--- src/rtl/reset_seq_pkg.sv ---
// Shared types and constants for the reset release sequencer.
// Optional Ready synchroniser is enabled with RESET_SEQ_READY_SYNC_EN.
package reset_seq_pkg;

    typedef enum logic [1:0] {
        HOLD  = 2'd0,
        WAIT  = 2'd1,
        DONE  = 2'd2,
        FAULT = 2'd3
    } seq_state_e;

    localparam int unsigned DEF_NUM_STAGES     = 4;
    localparam int unsigned DEF_HOLD_CYCLES    = 8;
    localparam int unsigned DEF_TIMEOUT_CYCLES = 255;

    // Wide enough for the larger terminal count plus one, so it can never wrap.
    function automatic int unsigned cnt_width(input int unsigned hold, input int unsigned tmo);
        int unsigned m;
        m = (hold > tmo) ? hold : tmo;
        return $clog2(m + 1);
    endfunction

endpackage

--- src/rtl/ready_sync.sv ---
// Parameterised-width 2-flop synchroniser, cleared by the synchronous reset.
module ready_sync #(
    parameter int unsigned WIDTH = 1
) (
    input  logic             Clk,
    input  logic             nReset,
    input  logic [WIDTH-1:0] d_i,
    output logic [WIDTH-1:0] q_o
);

    logic [WIDTH-1:0] sync1_q;
    logic [WIDTH-1:0] sync2_q;

    always_ff @(posedge Clk) begin
        if (!nReset) begin
            sync1_q <= '0;
            sync2_q <= '0;
        end else begin
            sync1_q <= d_i;
            sync2_q <= sync1_q;
        end
    end

    assign q_o = sync2_q;

endmodule

--- src/rtl/reset_release_sequencer.sv ---
// Releases downstream stage resets in index order, gated on each stage's Ready.
// Define RESET_SEQ_READY_SYNC_EN to pass Ready through a 2-flop synchroniser.
module reset_release_sequencer
    import reset_seq_pkg::*;
#(
    parameter int unsigned NUM_STAGES     = DEF_NUM_STAGES,
    parameter int unsigned HOLD_CYCLES    = DEF_HOLD_CYCLES,
    parameter int unsigned TIMEOUT_CYCLES = DEF_TIMEOUT_CYCLES,
    localparam int unsigned IW = (NUM_STAGES > 1) ? $clog2(NUM_STAGES) : 1
) (
    input  logic                  Clk,
    input  logic                  nReset,
    input  logic [NUM_STAGES-1:0] Ready,
    input  logic                  Restart,
    output logic [NUM_STAGES-1:0] StageReset,
    output logic                  Done,
    output logic                  Fault,
    output logic [IW-1:0]         FaultStage
);

    localparam int unsigned CW = cnt_width(HOLD_CYCLES, TIMEOUT_CYCLES);
    localparam logic [CW-1:0] HOLD_LAST = CW'(HOLD_CYCLES - 1);
    localparam logic [CW-1:0] TO_LAST   = CW'(TIMEOUT_CYCLES - 1);
    localparam logic [IW-1:0] LAST_IDX  = IW'(NUM_STAGES - 1);

    logic [NUM_STAGES-1:0] ready_s;

`ifdef RESET_SEQ_READY_SYNC_EN
    ready_sync #(
        .WIDTH(NUM_STAGES)
    ) u_ready_sync (
        .Clk   (Clk),
        .nReset(nReset),
        .d_i   (Ready),
        .q_o   (ready_s)
    );
`else
    assign ready_s = Ready;
`endif

    seq_state_e            state_q, state_d;
    logic [CW-1:0]         count_q, count_d;
    logic [IW-1:0]         idx_q, idx_d;
    logic [NUM_STAGES-1:0] sr_q, sr_d;
    logic                  done_q, done_d;
    logic                  fault_q, fault_d;
    logic [IW-1:0]         fs_q, fs_d;

    logic                  any_low, below_low, do_fault, do_hold;
    logic [IW-1:0]         low_all, low_below, fault_at;

    always_ff @(posedge Clk) begin
        if (!nReset) begin
            state_q <= HOLD;
            count_q <= '0;
            idx_q   <= '0;
            sr_q    <= '1;
            done_q  <= 1'b0;
            fault_q <= 1'b0;
            fs_q    <= '0;
        end else begin
            state_q <= state_d;
            count_q <= count_d;
            idx_q   <= idx_d;
            sr_q    <= sr_d;
            done_q  <= done_d;
            fault_q <= fault_d;
            fs_q    <= fs_d;
        end
    end

    always_comb begin
        state_d   = state_q;
        count_d   = count_q;
        idx_d     = idx_q;
        sr_d      = sr_q;
        done_d    = done_q;
        fault_d   = fault_q;
        fs_d      = fs_q;
        any_low   = 1'b0;
        below_low = 1'b0;
        low_all   = '0;
        low_below = '0;
        do_fault  = 1'b0;
        do_hold   = 1'b0;
        fault_at  = '0;

        // Scan downwards so the lowest low index is the one left standing.
        for (int j = int'(NUM_STAGES) - 1; j >= 0; j--) begin
            if (!ready_s[j]) begin
                any_low = 1'b1;
                low_all = IW'(j);
                if (j < int'(idx_q)) begin
                    below_low = 1'b1;
                    low_below = IW'(j);
                end
            end
        end

        case (state_q)
            HOLD: begin
                if (count_q == HOLD_LAST) begin
                    sr_d[0] = 1'b0;
                    count_d = '0;
                    state_d = WAIT;
                end else begin
                    count_d = count_q + 1'b1;
                end
            end
            WAIT: begin
                if (below_low) begin
                    do_fault = 1'b1;
                    fault_at = low_below;
                end else if (ready_s[idx_q]) begin
                    if (idx_q == LAST_IDX) begin
                        done_d  = 1'b1;
                        state_d = DONE;
                    end else begin
                        idx_d   = idx_q + 1'b1;
                        count_d = '0;
                        for (int j = 0; j < int'(NUM_STAGES); j++) begin
                            if (j == int'(idx_q) + 1) sr_d[j] = 1'b0;
                        end
                    end
                end else if (count_q == TO_LAST) begin
                    do_fault = 1'b1;
                    fault_at = idx_q;
                end else begin
                    count_d = count_q + 1'b1;
                end
            end
            DONE: begin
                if (any_low) begin
                    do_fault = 1'b1;
                    fault_at = low_all;
                end else if (Restart) begin
                    do_hold = 1'b1;
                end
            end
            FAULT: begin
                if (Restart) do_hold = 1'b1;
            end
            default: do_hold = 1'b1;
        endcase

        if (do_fault) begin
            fault_d = 1'b1;
            fs_d    = fault_at;
            sr_d    = '1;
            done_d  = 1'b0;
            state_d = FAULT;
        end
        if (do_hold) begin
            state_d = HOLD;
            count_d = '0;
            idx_d   = '0;
            sr_d    = '1;
            done_d  = 1'b0;
            fault_d = 1'b0;
            fs_d    = '0;
        end
    end

    assign StageReset = sr_q;
    assign Done       = done_q;
    assign Fault      = fault_q;
    assign FaultStage = fs_q;

endmodule
--- config.mk ---
export PLATFORM = sky130hd
export DESIGN_NAME = reset_release_sequencer
export DESIGN_NICKNAME = d
export VERILOG_FILES = /design/src/rtl/reset_seq_pkg.sv /design/src/rtl/ready_sync.sv /design/src/rtl/reset_release_sequencer.sv
export SDC_FILE = /design/constraint.sdc
export NUM_CORES = 1
export LEC_CHECK = 0
export ABC_CLOCK_PERIOD_IN_PS = 5750
export BUFFER_PORTS_ARGS = -buffer_cell sky130_fd_sc_hd__buf_2
export CAP_MARGIN = 20
export CORE_MARGIN = 4
export CORE_UTILIZATION = 61
export DETAILED_ROUTE_END_ITERATION = 8
export GPL_ROUTABILITY_DRIVEN = 0
export PLACE_DENSITY = 0.83
export SYNTH_ARGS = -nofsm -noshare
export SYNTH_HDL_FRONTEND = slang
export SYNTH_SLANG_ARGS = --single-unit
--- constraint.sdc ---
create_clock -name Clk -period 5.75 [get_ports Clk]
set_input_delay 0.575 -clock Clk [delete_from_list [all_inputs] [get_ports Clk]]
set_output_delay 0.575 -clock Clk [all_outputs]
set_load 0.02 [all_outputs]
==> run summary <==
Status: completed
Post-Syn Area: 0.001257 mm²
Vias: 1176
Static Leak: 0.5895 nW
Post-cts sizing count: 0
Antenna cells: 0
Setup CP Type: flop to flop
DP Wirelength: 2170 µm
RR Startpoint: idx_q[1]
Syn_area_per_cell: 8.496 µm²
Die width: 53.40 µm
Wire length of the first global-routing pass: 4864 µm
Reg clk slew, reported paths: 120 ps
Worst Hold Endpoint: StageReset[0]
1st-iter DRT viols: 40
MaxCap Viol Count: 0
FILL cells: 171
Crit-path cells: ha_1 -> nor2b_1 -> o31ai_2 -> a41o_1 -> nand2_1 -> a32o_1
CTS hold repair buffers: 0
Grt ovf: 0
CTS tree: done
CTS Root Cell: clkbuf_4
Skew final: 4.029 ps
Die area: 0.002852 mm²
Startpoint Class: flop
Cell count after synthesis: 148
Max Slew Vio Count: 0
Layout net count: 184
Initial Util: 64.09%
Tmin final: 2426 ps
Final Cell Area: 0.001403 mm²
RSZ-0062 raised after global routing: no
PD cells: 204.8 mW/mm²
Clk sinks: 20
Worst path max stage delay: 600 ps
Initial antenna violation count: 0
Largest net degree at the start of global routing: 16
GRT Overall Usage: 23.80%
Total negative slack: 0 ps
Period utilization: 42.20%
Top_reg_cell synth: dfxtp_1
Post CTS Setup Buffer Count: 0
Worst Path Required: 5970 ps
Hold Path Origin: StageReset[0]
WL/cell: 15.35 µm
DRT Pass-1 Iters: 4
Asr flop ratio synth: 0%
Hold path depth: 2
Number of enable flip-flop cells after synthesis: 0
Placement Cell Area: 0.001343 mm²
Distinct cells, synth: 43
Slowest CP cell: o31ai_2
CTS max path bufs: 2
Worst Hold Class: flop to flop
Core Footprint: 0.001962 mm²
Area occupied by multi-input gates: 789.5 µm²
R2r setup slk: 3320 ps
Finished Core Util: 71.49%
Io pins: 15
Maximum VDD drop: 0.0002243 V
Max-slew headroom: 54.70%
CP max FO: 11
F_max: 412.1 MHz
Row count: 16
Yosys Warn Count: 0
Num CTS Buffers: 3
Htree depth: 1
Vias in the first global route: 1033
R2R depth: 6
Final Hold Viols: 0
Pre-CTS setup slack: 3135 ps
Synth Net Count: 167
DRC viols: 0
Die Ht: 53.40 µm
Via density: 6.157
Detail Route Antenna Nets: 0
Actual slew at the worst max-slew pin: 675.5 ps
Yosys reg bits: 20
Register area share after synthesis: 31.84%
Overall Power: 0.2873 mW
Flip-flop and latch area: 400.4 µm²
Final setup violation count: 0
Clock Latency Late Sink: 310 ps
Worst r2r dst: count_q[5]
Worst EP arrival: 2650 ps
Endpoint type of the worst setup path: flop
P&R area growth vs syn: 11.54%
Layout cells sized above 1: 17.07%
Port Buffers: 14
WL final: 2931 µm
Final worst setup slack: 3324 ps
[report_power, final]
group | internal, mW | total (mW) | switching, mW | leakage [nW]
sequential | 0.141 | 0.144 | 0.00283 | 0.162
combinational | 0.00959 | 0.0249 | 0.0153 | 0.400
clock | 0.0705 | 0.118 | 0.0477 | 0.0279
total | 0.221 | 0.287 | 0.0659 | 0.590
[registers in the layout, indices dropped and copies added (netlist names)]
register	cells
count_q	8
StageReset	4
FaultStage	2
idx_q	2
state_q	2
Done	1
Fault	1
[cell usage after synthesis (2+ instances only)]
master	instances	area [µm²]
nand2b_1	2	12.51
nor4_1	4	25.02
o21ai_0	4	20.02
a32o_1	6	60.06
dfxtp_1	20	400.4
nand3_1	3	15.01
inv_1	13	48.80
or2_2	2	12.51
clkbuf_1	2	7.510
a31oi_1	5	31.28
ha_1	12	150.1
nor3_1	4	20.02
nand4_1	2	12.51
nor2_1	7	26.28
nand2_1	25	93.84
nor2b_1	3	18.77
mux2i_1	2	20.02
a21oi_1	5	25.02
o21ai_1	3	15.01
[stage by stage]
step / hold slack (ps) / cells
2_1_floorplan: 491.5 / 148
6_report: 451.5 / 191
5_1_grt: 479.2 / 191
3_5_place_dp: 434.9 / 186
4_1_cts: 454.4 / 190
3_3_place_gp: 435.8 / 186
[how the worst max path moves through the flow]
stage | startpoint | to | slack (ps) | cells after the start
finish | idx_q[1] | count_q[5] | 3320 | 6
global route | idx_q[1] | count_q[5] | 3140 | 6
CTS | state_q[0] | count_q[7] | 3320 | 7
detailed placement | Ready[0] | count_q[5] | 3130 | 6
global placement | Ready[0] | count_q[5] | 3200 | 6
floorplan | Ready[3] | count_q[3] | 3550 | 5
[cells in the final DEF (no fill, tap or decap), types with 2 or more instances in the layout]
cell type / synthesis / routed
nand2_1: 25 / 25
dfxtp_1: 20 / 20
buf_2: 0 / 14
inv_1: 13 / 13
ha_1: 12 / 12
nor2_1: 7 / 7
a32o_1: 6 / 6
a21oi_1: 5 / 5
a31oi_1: 5 / 5
nor3_1: 4 / 4
nor4_1: 4 / 4
o21ai_0: 4 / 4
nand3_1: 3 / 3
nor2b_1: 3 / 3
o21ai_1: 3 / 3
clkbuf_4: 0 / 3
nand4_1: 2 / 2
nand2b_1: 2 / 2
or2_2: 2 / 2
mux2i_1: 2 / 2
[per-layer routing]
layer / global-route usage (%) / vias to the layer above / routed length, µm
met2: 37.96 / 43 / 1418
met5: 0 / - / 0
met3: 4.507 / 8 / 162
li1: - / 573 / -
met1: 30.99 / 552 / 1300
met4: 9.787 / 0 / 50
[critical path, delay by kind of cell (launching register included)]
family,cells,cell delay (ps)
adder cells (fa/ha/maj),1,230
AND/OR/NAND/NOR,2,260
flip-flops,1,420
AO/OA/AOI/OAI,3,1420
[logic make-up (layout without fill, tap and decap cells)]
group | count (synthesis) | count (layout) | synth area share (%)
flip-flops | 20 | 20 | 31.84
AND/OR/NAND/NOR | 61 | 61 | 24.88
XOR/XNOR | 1 | 1 | 0.6966
AO/OA/AOI/OAI | 35 | 35 | 21.89
multiplexers | 3 | 3 | 3.383
buffers and inverters | 16 | 32 | 5.374
adder cells (fa/ha/maj) | 12 | 12 | 11.94
[area by class of cell]
cell class	instances	area share [%]
multi-input combinational	112	56.29
sequential	20	28.55
timing repair buffer	15	5.531
inverter	13	3.479
tap	27	2.409
clock inverter	1	2.141
clock buffer	3	1.606
(Power assumes the default switching activity.)
